### config.mk
export PLATFORM = sky130hd
export DESIGN_NAME = lut_program_ctrl
export DESIGN_NICKNAME = d
export VERILOG_FILES = /design/src/rtl/ising_config.sv /design/src/rtl/sync_fifo.sv /design/src/rtl/lut_program_ctrl.sv
export SDC_FILE = /design/constraint.sdc
export NUM_CORES = 1
export LEC_CHECK = 0
export BUFFER_PORTS_ARGS = -buffer_cell sky130_fd_sc_hd__buf_2
export CELL_PAD_IN_SITES_DETAIL_PLACEMENT = 1
export CELL_PAD_IN_SITES_GLOBAL_PLACEMENT = 1
export CORE_MARGIN = 2
export CORE_UTILIZATION = 45
export DETAILED_ROUTE_END_ITERATION = 16
export PLACE_DENSITY_LB_ADDON = 0.1
export SLEW_MARGIN = 10
export SYNTH_ARGS = -nofsm -noshare
export SYNTH_HDL_FRONTEND = slang
export SYNTH_SLANG_ARGS = --single-unit
### constraint.sdc
create_clock -name clk -period 4.6 [get_ports clk]
set_input_delay 0.92 -clock clk [delete_from_list [all_inputs] [get_ports clk]]
set_output_delay 0.92 -clock clk [all_outputs]
set_load 0.05 [all_outputs]
### src/rtl/ising_config.sv
// Shared configuration for the LUT programming path: datapath width, GPIO field
// positions and the request/FSM types used by the controller.
package ising_config;

  localparam int num_bits = 16;

  localparam int ADDR_LSB = 0;
  localparam int DATA_LSB = 16;
  localparam int WCLK_BIT = 24;

  localparam int ADDR_W = 16;
  localparam int DATA_W = 8;

  typedef enum logic [1:0] {
    IDLE,
    SETUP,
    STROBE,
    HOLD
  } lut_state_e;

  typedef struct packed {
    logic [DATA_W-1:0] data;
    logic [ADDR_W-1:0] addr;
  } lut_req_t;

endpackage

### src/rtl/sync_fifo.sv
// Single-clock FIFO. Pushes are ignored when full and pops are ignored when empty.
// Reset clears only the pointers and the count; storage keeps stale words.
module sync_fifo #(
  parameter int WIDTH = 24,
  parameter int DEPTH = 4
) (
  input  logic             clk,
  input  logic             rst,
  input  logic             push_i,
  input  logic [WIDTH-1:0] push_data_i,
  input  logic             pop_i,
  output logic [WIDTH-1:0] pop_data_o,
  output logic             full_o,
  output logic             empty_o
);

  localparam int AW = $clog2(DEPTH);

  logic [WIDTH-1:0] mem_q [DEPTH];
  logic [AW-1:0]    wptr_q;
  logic [AW-1:0]    rptr_q;
  logic [AW:0]      count_q;
  logic             do_push;
  logic             do_pop;

  assign full_o     = (count_q == (AW+1)'(DEPTH));
  assign empty_o    = (count_q == '0);
  assign do_push    = push_i && !full_o;
  assign do_pop     = pop_i && !empty_o;
  assign pop_data_o = mem_q[rptr_q];

  always_ff @(posedge clk) begin
    if (do_push) mem_q[wptr_q] <= push_data_i;
  end

  always_ff @(posedge clk or posedge rst) begin
    if (rst) begin
      wptr_q  <= '0;
      rptr_q  <= '0;
      count_q <= '0;
    end else begin
      if (do_push) wptr_q <= wptr_q + 1'b1;
      if (do_pop)  rptr_q <= rptr_q + 1'b1;
      case ({do_push, do_pop})
        2'b10:   count_q <= count_q + 1'b1;
        2'b01:   count_q <= count_q - 1'b1;
        default: count_q <= count_q;
      endcase
    end
  end

endmodule

### src/rtl/lut_program_ctrl.sv
// Queues LUT write requests and plays each one onto the GPIO bus as a setup/strobe/hold
// sequence, suppressing datapath samples while programming is pending or active.
module lut_program_ctrl
  import ising_config::*;
#(
  parameter int FIFO_DEPTH = 4,
  parameter int SETUP_CYC  = 2,
  parameter int STROBE_CYC = 2,
  parameter int HOLD_CYC   = 2
) (
  input  logic                clk,
  input  logic                rst,
  input  logic [15:0]         wr_addr,
  input  logic [7:0]          wr_data,
  input  logic                wr_valid,
  output logic                wr_ready,
  output logic [31:0]         gpio_out,
  input  logic [num_bits-1:0] dp_val_in,
  input  logic                dp_val_in_valid,
  output logic [num_bits-1:0] dp_val_out,
  output logic                dp_val_out_valid,
  output logic                busy,
  output logic [15:0]         wr_count,
  output logic [15:0]         drop_count
);

  localparam logic [15:0] SETUP_LAST  = 16'(SETUP_CYC - 1);
  localparam logic [15:0] STROBE_LAST = 16'(STROBE_CYC - 1);
  localparam logic [15:0] HOLD_LAST   = 16'(HOLD_CYC - 1);

  lut_req_t            head_req;
  logic [23:0]         head_dat;
  logic                fifo_full;
  logic                fifo_empty;
  logic                pop;
  logic                hold_done;
  lut_state_e          state_q;
  logic [15:0]         cnt_q;
  logic [31:0]         gpio_q;
  logic [15:0]         wr_count_q;
  logic [15:0]         drop_count_q;
  logic [num_bits-1:0] dp_val_q;
  logic                dp_vld_q;

  sync_fifo #(
    .WIDTH (24),
    .DEPTH (FIFO_DEPTH)
  ) u_req_fifo (
    .clk         (clk),
    .rst         (rst),
    .push_i      (wr_valid),
    .push_data_i ({wr_data, wr_addr}),
    .pop_i       (pop),
    .pop_data_o  (head_dat),
    .full_o      (fifo_full),
    .empty_o     (fifo_empty)
  );

  assign head_req  = lut_req_t'(head_dat);
  // A new request is taken either from idle or straight out of a finished hold.
  assign hold_done = (state_q == HOLD) && (cnt_q == HOLD_LAST);
  assign pop       = !fifo_empty && ((state_q == IDLE) || hold_done);

  assign wr_ready         = !fifo_full;
  assign busy             = (state_q != IDLE) || !fifo_empty;
  assign gpio_out         = gpio_q;
  assign wr_count         = wr_count_q;
  assign drop_count       = drop_count_q;
  assign dp_val_out       = dp_val_q;
  assign dp_val_out_valid = dp_vld_q;

  always_ff @(posedge clk or posedge rst) begin
    if (rst) begin
      state_q    <= IDLE;
      cnt_q      <= '0;
      gpio_q     <= '0;
      wr_count_q <= '0;
    end else begin
      case (state_q)
        IDLE: begin
          if (pop) begin
            gpio_q[ADDR_LSB +: 16] <= head_req.addr;
            gpio_q[DATA_LSB +: 8]  <= head_req.data;
            cnt_q                  <= '0;
            state_q                <= SETUP;
          end
        end
        SETUP: begin
          if (cnt_q == SETUP_LAST) begin
            gpio_q[WCLK_BIT] <= 1'b1;
            cnt_q            <= '0;
            state_q          <= STROBE;
          end else begin
            cnt_q <= cnt_q + 16'd1;
          end
        end
        STROBE: begin
          if (cnt_q == STROBE_LAST) begin
            gpio_q[WCLK_BIT] <= 1'b0;
            cnt_q            <= '0;
            state_q          <= HOLD;
          end else begin
            cnt_q <= cnt_q + 16'd1;
          end
        end
        HOLD: begin
          if (hold_done) begin
            wr_count_q <= wr_count_q + 16'd1;
            cnt_q      <= '0;
            if (pop) begin
              gpio_q[ADDR_LSB +: 16] <= head_req.addr;
              gpio_q[DATA_LSB +: 8]  <= head_req.data;
              state_q                <= SETUP;
            end else begin
              state_q <= IDLE;
            end
          end else begin
            cnt_q <= cnt_q + 16'd1;
          end
        end
        default: state_q <= IDLE;
      endcase
    end
  end

  always_ff @(posedge clk or posedge rst) begin
    if (rst) begin
      dp_val_q     <= '0;
      dp_vld_q     <= 1'b0;
      drop_count_q <= '0;
    end else begin
      dp_val_q <= dp_val_in;
      dp_vld_q <= dp_val_in_valid && !busy;
      if (dp_val_in_valid && busy && (drop_count_q != 16'hFFFF))
        drop_count_q <= drop_count_q + 16'd1;
    end
  end

endmodule

Yosys cells after proc, flatten, opt, wreduce, memory -nomap -nowiden
Memory sizes are Yosys's and may differ from the RTL's.
Cells that the tools add are included.
- mux-type cells: 19
- divide/modulo/power cells: 0
- multipliers: 0
- reductions and logical operators: 23
- bitwise logic cells: 0
- shift operators: 0
- $add $sub $neg: 7
- equal/unequal tests: 12
- $lt $le $gt $ge: 0
- operators by type and width (kind ; count):
    adder 16 x 1 -> 16 bit (second input constant) ; 3
    two-way mux 16 bit ; 3
    two-way mux 24 bit ; 2
    one-hot mux 16 bit (3 select lines) ; 1
    one-hot mux 24 bit (2 select lines) ; 1
    == test 16 x 1 -> 1 bit (second input constant) ; 1
    inequality test 16 bit (second input constant) ; 1
    two-way mux 2 bit ; 4
    one-hot mux 2 bit (4 select lines) ; 1
    nonzero test 2 bit ; 4
    logical AND 1 bit ; 7
    == test 2 bit (second input constant) ; 3
    inequality test 2 bit (second input constant) ; 3
    one-hot mux 3 bit (2 select lines) ; 1
    two-way mux 1 bit ; 5
    adder 2 x 1 -> 2 bit (second input constant) ; 2
    == test 2 x 1 -> 1 bit (second input constant) ; 2
    AND reduction 2 bit ; 2
    AND reduction 4 bit ; 1
    adder 3 x 1 -> 3 bit (second input constant) ; 1
    == test 3 bit (second input constant) ; 1
    logical NOT 1 bit ; 3
    logical NOT 3 bit ; 1
    AND reduction 3 bit ; 1
    6 further kinds ; 7
- bits in registers: 99
- word-level logic and storage cells: 73
- bits in latches: 0
- memories kept: 1
- input port bits: 44
- ROM bits: 0
- bits in writable memories: 96
- memory list (name ; depth ; width ; read ports ; clocked after memory_dff ; write ports ; RTL line ; RTL):
    u_req_fifo.mem_q ; 4 ; 24 ; 1 ; 0 ; 1 ; sync_fifo.sv:19 ; logic [WIDTH-1:0] mem_q [DEPTH];

Logic depth before layout (Yosys ltp)
Gate-level depths: netlist (run 1).
- depth in word-level cells: 7
- depth in mapped cells: 11
- gate-level depth less buffers: 11

By module
Synthesis (run 1) repeated with hierarchy kept, for this count alone.
- cell total of the unflattened synthesis: 512
- area, all modules: 8190.4 um^2
- modules (own cells, without submodules) (module ; area each (um^2) ; cells an instance ; instances ; seq. area each (um^2)):
    lut_program_ctrl ; 4252.8 ; 348 ; 1 ; 2302.2
    sync_fifo ; 3937.5 ; 164 ; 1 ; 3057.9

Least setup slack after synthesis (run 1)
No wires, ideal clock.
- path kind: reg2reg
- start point: register u_req_fifo.count_q[1]
- end point: register u_req_fifo.count_q[2]
- arrival time: 2364 ps
- period minus slack after synthesis: 2443 ps
- path slack: 2157 ps
- cell stages (with the launch flop): 11
- data required time: 4521 ps
- path buffers: 0
- cells stage by stage: dfrtp_1 inv_1 nand3_1 and2_1 inv_1 ha_1 inv_1 fa_1 xor2_1 nor2_1 xor2_1
- elaborated cells on any way between the ends: 13
- RTL lines (what ; RTL line ; RTL):
    start: declaration ; sync_fifo.sv:22 ; logic [AW:0] count_q;
    start signal: assignment ; sync_fifo.sv:45 ; 2'b10: count_q <= count_q + 1'b1;
    start signal: assignment ; sync_fifo.sv:46 ; 2'b01: count_q <= count_q - 1'b1;
    start signal: assignment ; sync_fifo.sv:47 ; default: count_q <= count_q;
    == test 3 bit (*) ; sync_fifo.sv:26 ; assign full_o = (count_q == (AW+1)'(DEPTH));
    logical NOT 1 bit (*) ; n/a ;
    named net wr_ready ; lut_program_ctrl.sv:16 ; output logic wr_ready,
    logical AND 1 bit (*) ; sync_fifo.sv:28 ; assign do_push = push_i && !full_o;
    == test 2 x 1 -> 1 bit or == test 2 bit (tied branches) ; sync_fifo.sv:44 ; case ({do_push, do_pop})
    one-hot mux 3 bit (2 select lines) or nonzero test 2 bit (tied branches) ; n/a ;
Mark *: on every way through the listed nets, which the timed path passes. The rest lies on a longest branch.
A chain may end at the register's enable or synchronous reset.

Worst setup path after layout (run 1)
- start point: register state_q[1]
- end point: register u_req_fifo.count_q[2]
- word-level cells in the longest chain between the ends: 7
- elaborated cells on any way between the ends: 10
- RTL lines (what ; RTL line ; RTL):
    start: declaration ; lut_program_ctrl.sv:37 ; lut_state_e state_q;
    start signal: assignment ; lut_program_ctrl.sv:74 ; state_q <= IDLE;
    start signal: assignment ; lut_program_ctrl.sv:85 ; state_q <= SETUP;
    start signal: assignment ; lut_program_ctrl.sv:92 ; state_q <= STROBE;
    == test 2 bit ; lut_program_ctrl.sv:61 ; assign hold_done = (state_q == HOLD) && (cnt_q == HOLD_LAST);
    logical AND 1 bit ; lut_program_ctrl.sv:61 ;
    logical OR 1 bit (*) ; lut_program_ctrl.sv:62 ; assign pop = !fifo_empty && ((state_q == IDLE) || hold_done);
    logical AND 1 bit (*) ; lut_program_ctrl.sv:62 ;
    logical AND 1 bit (*) ; sync_fifo.sv:29 ; assign do_pop = pop_i && !empty_o;
    named net u_req_fifo.do_pop ; sync_fifo.sv:24 ; logic do_pop;
    == test 2 x 1 -> 1 bit or == test 2 bit (tied branches) ; sync_fifo.sv:44 ;
    one-hot mux 3 bit (2 select lines) or nonzero test 2 bit (tied branches) ; n/a ;
Marks and branches as above.

==> results_dict.tcl, run 1 <==
set metrics [dict create \
    cts.repair.resized 0 \
    hold_violations 0 \
    die_area_um2 18700 \
    postCtsSetupRepairBufs 0 \
    routedWlPerCell_um 18.9 \
    synthTopCellsByArea "edfxtp_1 (36%), dfrtp_1 (31%), mux4_2 (6.8%)" \
    h-tree-depth 4 \
    first_pass_iters 4 \
    crit_fanout 12 \
    async_reset_ff_share_pct 50.8 \
    chipWidth_um 137 \
    ios 127 \
    synth_area_um2 7930 \
    p_comb_share_pct 35.5 \
    cts_num_sinks 195 \
    grt-ovfl-total 0 \
    viasPerCell 5.36 \
    powerDensity_nw_per_um2 658 \
    p_int_mw 3.73 \
    path_delay_family "simple AND/OR/NAND/NOR gates" \
    worst_ep_arrival_time_ps 3660 \
    yosysSeqAreaShare_pct 67.6 \
    hpwl_um 11100 \
    drt_iter0_drc 212 \
    rows 48 \
    power.switching_mw 2.44 \
    post-synth-top-area-cell "edfxtp_1" \
    cts_hold_buf 0 \
    numCtsBuffers 17 \
    grt_max_degree 70 \
    antenna_found_initial 1 \
    fin_tns_setup_ps 0 \
    min_period_over_period_pct 71.9 \
    cp-end-kind "flip-flop" \
    syn_avg_cell_area_um2 15.2 \
    syn2layout_area_growth_pct 18.4 \
    yosys_warnings 7 \
    synth_cell_types 46 \
    fin_nets 712 \
    cts_tree "built" \
    antennaDiodeCount 0 \
    grt_pass1_vias 5109 \
    ant_nets 0 \
    fmax_ghz 0.303 \
    start_util_pct 46.0 \
    switching_share_pct 39.5 \
    start_kind "flip-flop" \
    drive_gt1_share_pct 29.4 \
    worst_path_largest_cell_delay_ps 550 \
    synth_top_area_share_pct 36.4 \
    slew_headroom_pct 39.0 \
    final_max_slew_viol_count 0 \
    gp_congestion 0.791 \
    hold_class "flip-flop to flip-flop" \
    clockBufferDepth 2 \
    fin_worst_skew_ps 20.0 \
    totalPowerFinal_mw 6.18 \
    slowest_stage "nand4_1" \
    drc 0 \
    cap_violations 0 \
    synth-seq-cells 195 \
    cts-root-buf "clkbuf_16" \
    clkTransAtPathRegs_ps 80 \
    io_buffers 119 \
    grt_pass1_wl_um 27000 \
    p_seq_share_pct 40.8 \
    crit_required_ps 4950 \
    synth-edff-count 96 \
    clockPowerShare_pct 23.7 \
    finalSetupViolations 0 \
    vias 4773 \
    crit_type "flip-flop to flip-flop" \
    grt_setup_unrepaired "no" \
    worst_pin_slew_ps 914 \
    track_usage_pct 19.2 \
    chipHeight_um 137 \
    syn_inst 523 \
    leakage_nw 3.86 \
    status "finished clean" \
    core_um2 17200 \
    crit_buf_inv 1 \
    min_period_ps 3310 \
    fillers 1715 \
    routed_wl_um 16800 \
    synth-main-ff-cell "dfrtp_1" \
    ir_drop_uv 385 \
    cp_cell_sequence "ha_1 > nor4b_1 > nand4_1 > a21oi_1 > ha_1 > inv_1 > fa_1 > xor2_1 > nor2_1 > xor2_1" \
    insertion_delay_ps 430 \
]
[synth_stat cells (10+ instances only)]
cell and count:
dfrtp_1 99, edfxtp_1 96, nand2_1 26, mux4_2 24, inv_1 22, o21ai_0 21, mux2_1 20, nand3_1 19
xnor2_1 19, nor2_1 17, nand4_1 15, nor3_1 15, ha_1 14, xor2_1 14, and3_1 10
[final timing paths]
path | startpoint | endpoint | slack (ps) | depth (start not counted)
hold reg to reg | wr_count[15]$_DFFE_PP0P_ | wr_count[15]$_DFFE_PP0P_ | 480 | 1
hold / removal | wr_count[15]$_DFFE_PP0P_ | wr_count[15]$_DFFE_PP0P_ | 480 | 1
max in group asynchronous | rst | cnt_q[7]$_DFFE_PP0P_ | 2960 | 3
min in group asynchronous | rst | dp_val_out[0]$_DFF_PP0_ | 690 | 2
setup / recovery | state_q[1]$_DFFE_PP0P_ | u_req_fifo.count_q[2]$_DFFE_PP0P_ | 1290 | 10
setup reg to reg | state_q[1]$_DFFE_PP0P_ | u_req_fifo.count_q[2]$_DFFE_PP0P_ | 1290 | 10
[sequential cells by signal, summed over array words and instances, names as in the netlist]
name and count:
u_req_fifo.mem_q 96, drop_count 16, state_q 2, u_req_fifo.rptr_q 2
gpio_out 25, u_req_fifo.count_q 3, u_req_fifo.wptr_q 2, dp_val_out 16
dp_val_out_valid 1, cnt_q 16, wr_count 16
[stage by stage]
| step | setup slack (ps) | utilization (%) | hold WS [ps] | instances | area (µm²) |
|---|---|---|---|---|---|
| after floorplan | 1090 | - | 492 | 529 | 7950 |
| after global routing | 898 | 54.5 | 504 | 891 | 9390 |
| after CTS | 1240 | 54.5 | 487 | 891 | 9390 |
| after detailed placement | 1280 | 51.0 | 476 | 859 | 8780 |
| final | 1290 | 54.5 | 481 | 891 | 9390 |
| after global placement | 1430 | 51.0 | 454 | 859 | 8780 |
[cell type report]
class	count	area (µm²)	share of cell area (%)
Sequential cell	195	5360	57.1
Clock buffer	17	425	4.53
Inverter	22	85.1	0.906
Tap cell	225	282	3.00
Multi-Input combinational cell	290	2400	25.6
Clock inverter	15	179	1.91
Timing Repair Buffer	127	656	6.98
[cell usage in the layout (no fill, tap or decap), drive strengths merged, types with 15 or more instances in the layout]
cell type	n
buf	127
nand4	15
dfrtp	99
nor3	15
nor2	18
mux4	24
xnor2	19
clkbuf	17
nand2	26
o21ai	21
inv	29
mux2	28
nand3	19
edfxtp	96
[power groups by stage]
stage                     logic [mW]  clock network (mW)  registers [mW]
after detailed placement        2.22                   0            2.57
after floorplan                 1.16                   0            3.01
after global placement          2.16                   0            2.54
after global routing            2.36                1.57            2.58
final                           2.19                1.46            2.52
after CTS                       2.23                1.51            2.53
[per-layer routing]
layer | GRT usage (%) | vias up | share of wire [%]
met5 | 0 | - | 0
met4 | 5.09 | 0 | 0.70
met3 | 4.96 | 8 | 4.4
met2 | 32.9 | 98 | 52
met1 | 24.3 | 2473 | 43
li1 | - | 2194 | -
[cell families (layout without fill, tap and decap cells)]
group                    Yosys count  in the layout  synth area share, %
adder cells (fa/ha/maj)           15             15                 2.46
flip-flops                       195            195                 67.6
other                              1              7               0.0473
buffers and inverters             44            181                 2.56
XOR/XNOR                          33             33                 3.64
AO/OA/AOI/OAI                     43             43                 3.17
AND/OR/NAND/NOR                  138            138                 9.48
multiplexers                      54             54                 11.0
No activity file was read; power rests on OpenSTA's default activity.
==> run 2: changes to the inputs <==
==> constraint.sdc (replaced) <==
create_clock -name clk -period 3.4 [get_ports clk]
set_input_delay 0.68 -clock clk [delete_from_list [all_inputs] [get_ports clk]]
set_output_delay 0.68 -clock clk [all_outputs]
set_load 0.05 [all_outputs]
==> run 2 against run 1 <==
Net effect:
- clock skew decreased by 4.6 ps
- sequential power grew 36%
- clock power is 33% higher
- critical path depth stayed put
- largest cell class unchanged
- critical path type unchanged
- combinational power rose by 38%
- first-iteration DRC count fell by 9.4%
- non-clock buffer count grew 5
- setup slack got worse by 770 ps
- final cell count rose by 0.79%
- largest power group unchanged
- design area about the same
- via count decreased by 0.40%
- global-route usage up 0.47 points
==> results_dict.tcl, run 2 (synthesis results as in run 1) <==
set metrics [dict create \
    status "finished clean" \
    finalSetupViolations 0 \
    grt_pass1_wl_um 27400 \
    cap_violations 0 \
    utilization_pct 54.5 \
    totalPowerFinal_mw 8.38 \
    fmax_ghz 0.348 \
    ios 127 \
    fin_worst_skew_ps 15.3 \
    ant_nets 0 \
    worst_path_largest_cell_delay_ps 420 \
    min_path_cells 1 \
    final_cell_mix "buf_2 (119), dfrtp_1 (98), edfxtp_1 (96)" \
    powerDensity_nw_per_um2 893 \
    chipHeight_um 137 \
    drt_iter0_drc 192 \
    clkTransAtPathRegs_ps 80 \
    fillers 1714 \
    cts_tree "built" \
    min_period_over_period_pct 84.6 \
    postCtsSetupRepairBufs 0 \
    drive_gt1_share_pct 30.0 \
    insertion_delay_ps 440 \
    die_area_um2 18700 \
    grt-ovfl-total 0 \
    cts-root-buf "clkbuf_16" \
    place_area_um2 8820 \
    r2r-start "state_q[1]$_DFFE_PP0P_" \
    post-place-ws_ps 556 \
    slew_headroom_pct 37.7 \
    worst_pin_slew_ps 934 \
    hpwl_um 11500 \
    numCtsBuffers 17 \
    layoutNonFillerInstCount 898 \
    leakage_nw 3.88 \
    hold_violations 0 \
    min_to "dp_val_out[0]$_DFF_PP0_" \
    final_common_cell "buf_2" \
    final_max_slew_viol_count 0 \
    cp_cell_sequence "ha_1 > nor4b_1 > nand4_1 > a21oi_1 > ha_1 > inv_1 > fa_1 > xor2_1 > nor2_1 > xor2_1" \
    core_um2 17200 \
    cts.repair.resized 0 \
    chipWidth_um 137 \
    crit_type "flip-flop to flip-flop" \
    h-tree-depth 4 \
    crit_required_ps 3760 \
    whs_ps 349 \
    regMostFlops "u_req_fifo.mem_q" \
    worstHoldStart "dp_val_in[0]" \
    clockBufferDepth 2 \
    met1_usage_pct 24.2 \
    routedWlPerCell_um 19.2 \
    drc 0 \
    routed_wl_um 17200 \
    fin_ws_ps 522 \
    grt-busiest-layer "met2" \
    worst_ep_arrival_time_ps 3230 \
    track_usage_pct 19.7 \
    dp_cells 864 \
    crit_fanout 5 \
    fin_tns_setup_ps 0 \
    grt_max_degree 57 \
    reg2reg_setup_slack_ps 520 \
    rows 48 \
    reg2reg_depth 10 \
    grt_setup_unrepaired "no" \
    syn2layout_area_growth_pct 18.4 \
    io_buffers 119 \
    start_kind "flip-flop" \
    grt_pass1_vias 5073 \
    hold_class "input pin to flip-flop" \
    largest_reg_flops 96 \
    antenna_found_initial 2 \
    start_util_pct 46.0 \
    first_pass_iters 4 \
    slowest_stage "dfrtp_1" \
    fin_area_um2 9390 \
    gp_congestion 0.806 \
    fin_nets 717 \
    ir_drop_uv 724 \
    use_met3_pct 4.41 \
    min_period_ps 2880 \
    cts_hold_buf 0 \
    vias 4754 \
    viasPerCell 5.29 \
    cts_num_sinks 195 \
    r2r-end "u_req_fifo.count_q[2]$_DFFE_PP0P_" \
    cp-end-kind "flip-flop" \
    grtUsageMet2_pct 34.2 \
]
==> run 2: changes by cell type in the layout (fill, tap and decap cells not counted), sizes merged <==
cell    previous run  this run
diode              0         2
clkbuf            17        19
clkinv             8         3
buf              127       132
inv               29        32
==> run 2: critical path, delay by kind of cell (launching register included) <==
kind                       cells  cell delay, ps
buffers and inverters          1              70
xor gates and xnor gates       2             320
and+or+nand+nor                3             740
AOI/OAI and AO/OA              1             330
adders and majority gates      3             930
DFF                            1             420
==> run 2: report_power, final <==
part	switching, mW	total [mW]	internal, mW
combinational	1.98	3.03	1.05
sequential	0.383	3.42	3.03
clock	0.952	1.94	0.984
total	3.31	8.38	5.07
==> run 2: area by class of cell <==
class,count,area [µm²],area share (%)
sequential,195,5360,57.1
multi-input combinational,290,2400,25.5
timing repair buffer,132,693,7.38
clock buffer,19,434,4.62
tap,225,282,3.00
clock inverter,13,131,1.40
inverter,22,85.1,0.906
antenna,2,5.00,0.0533
==> run 2: layer usage <==
metal	vias up	share of wire (%)
li1	2218	-
met5	-	0
met4	0	1.0
met2	93	53
met1	2432	42
met3	11	4.5
==> run 2: worst max path at each step <==
stage	startpoint	endpoint	slack [ps]
floorplan	rst	cnt_q[0]$_DFFE_PP0P_	130
global placement	state_q[1]$_DFFE_PP0P_	u_req_fifo.count_q[2]$_DFFE_PP0P_	770
detailed placement	state_q[1]$_DFFE_PP0P_	u_req_fifo.count_q[2]$_DFFE_PP0P_	560
CTS	state_q[1]$_DFFE_PP0P_	u_req_fifo.count_q[2]$_DFFE_PP0P_	540
global route	state_q[1]$_DFFE_PP0P_	u_req_fifo.count_q[2]$_DFFE_PP0P_	250
finish	state_q[1]$_DFFE_PP0P_	u_req_fifo.count_q[2]$_DFFE_PP0P_	520
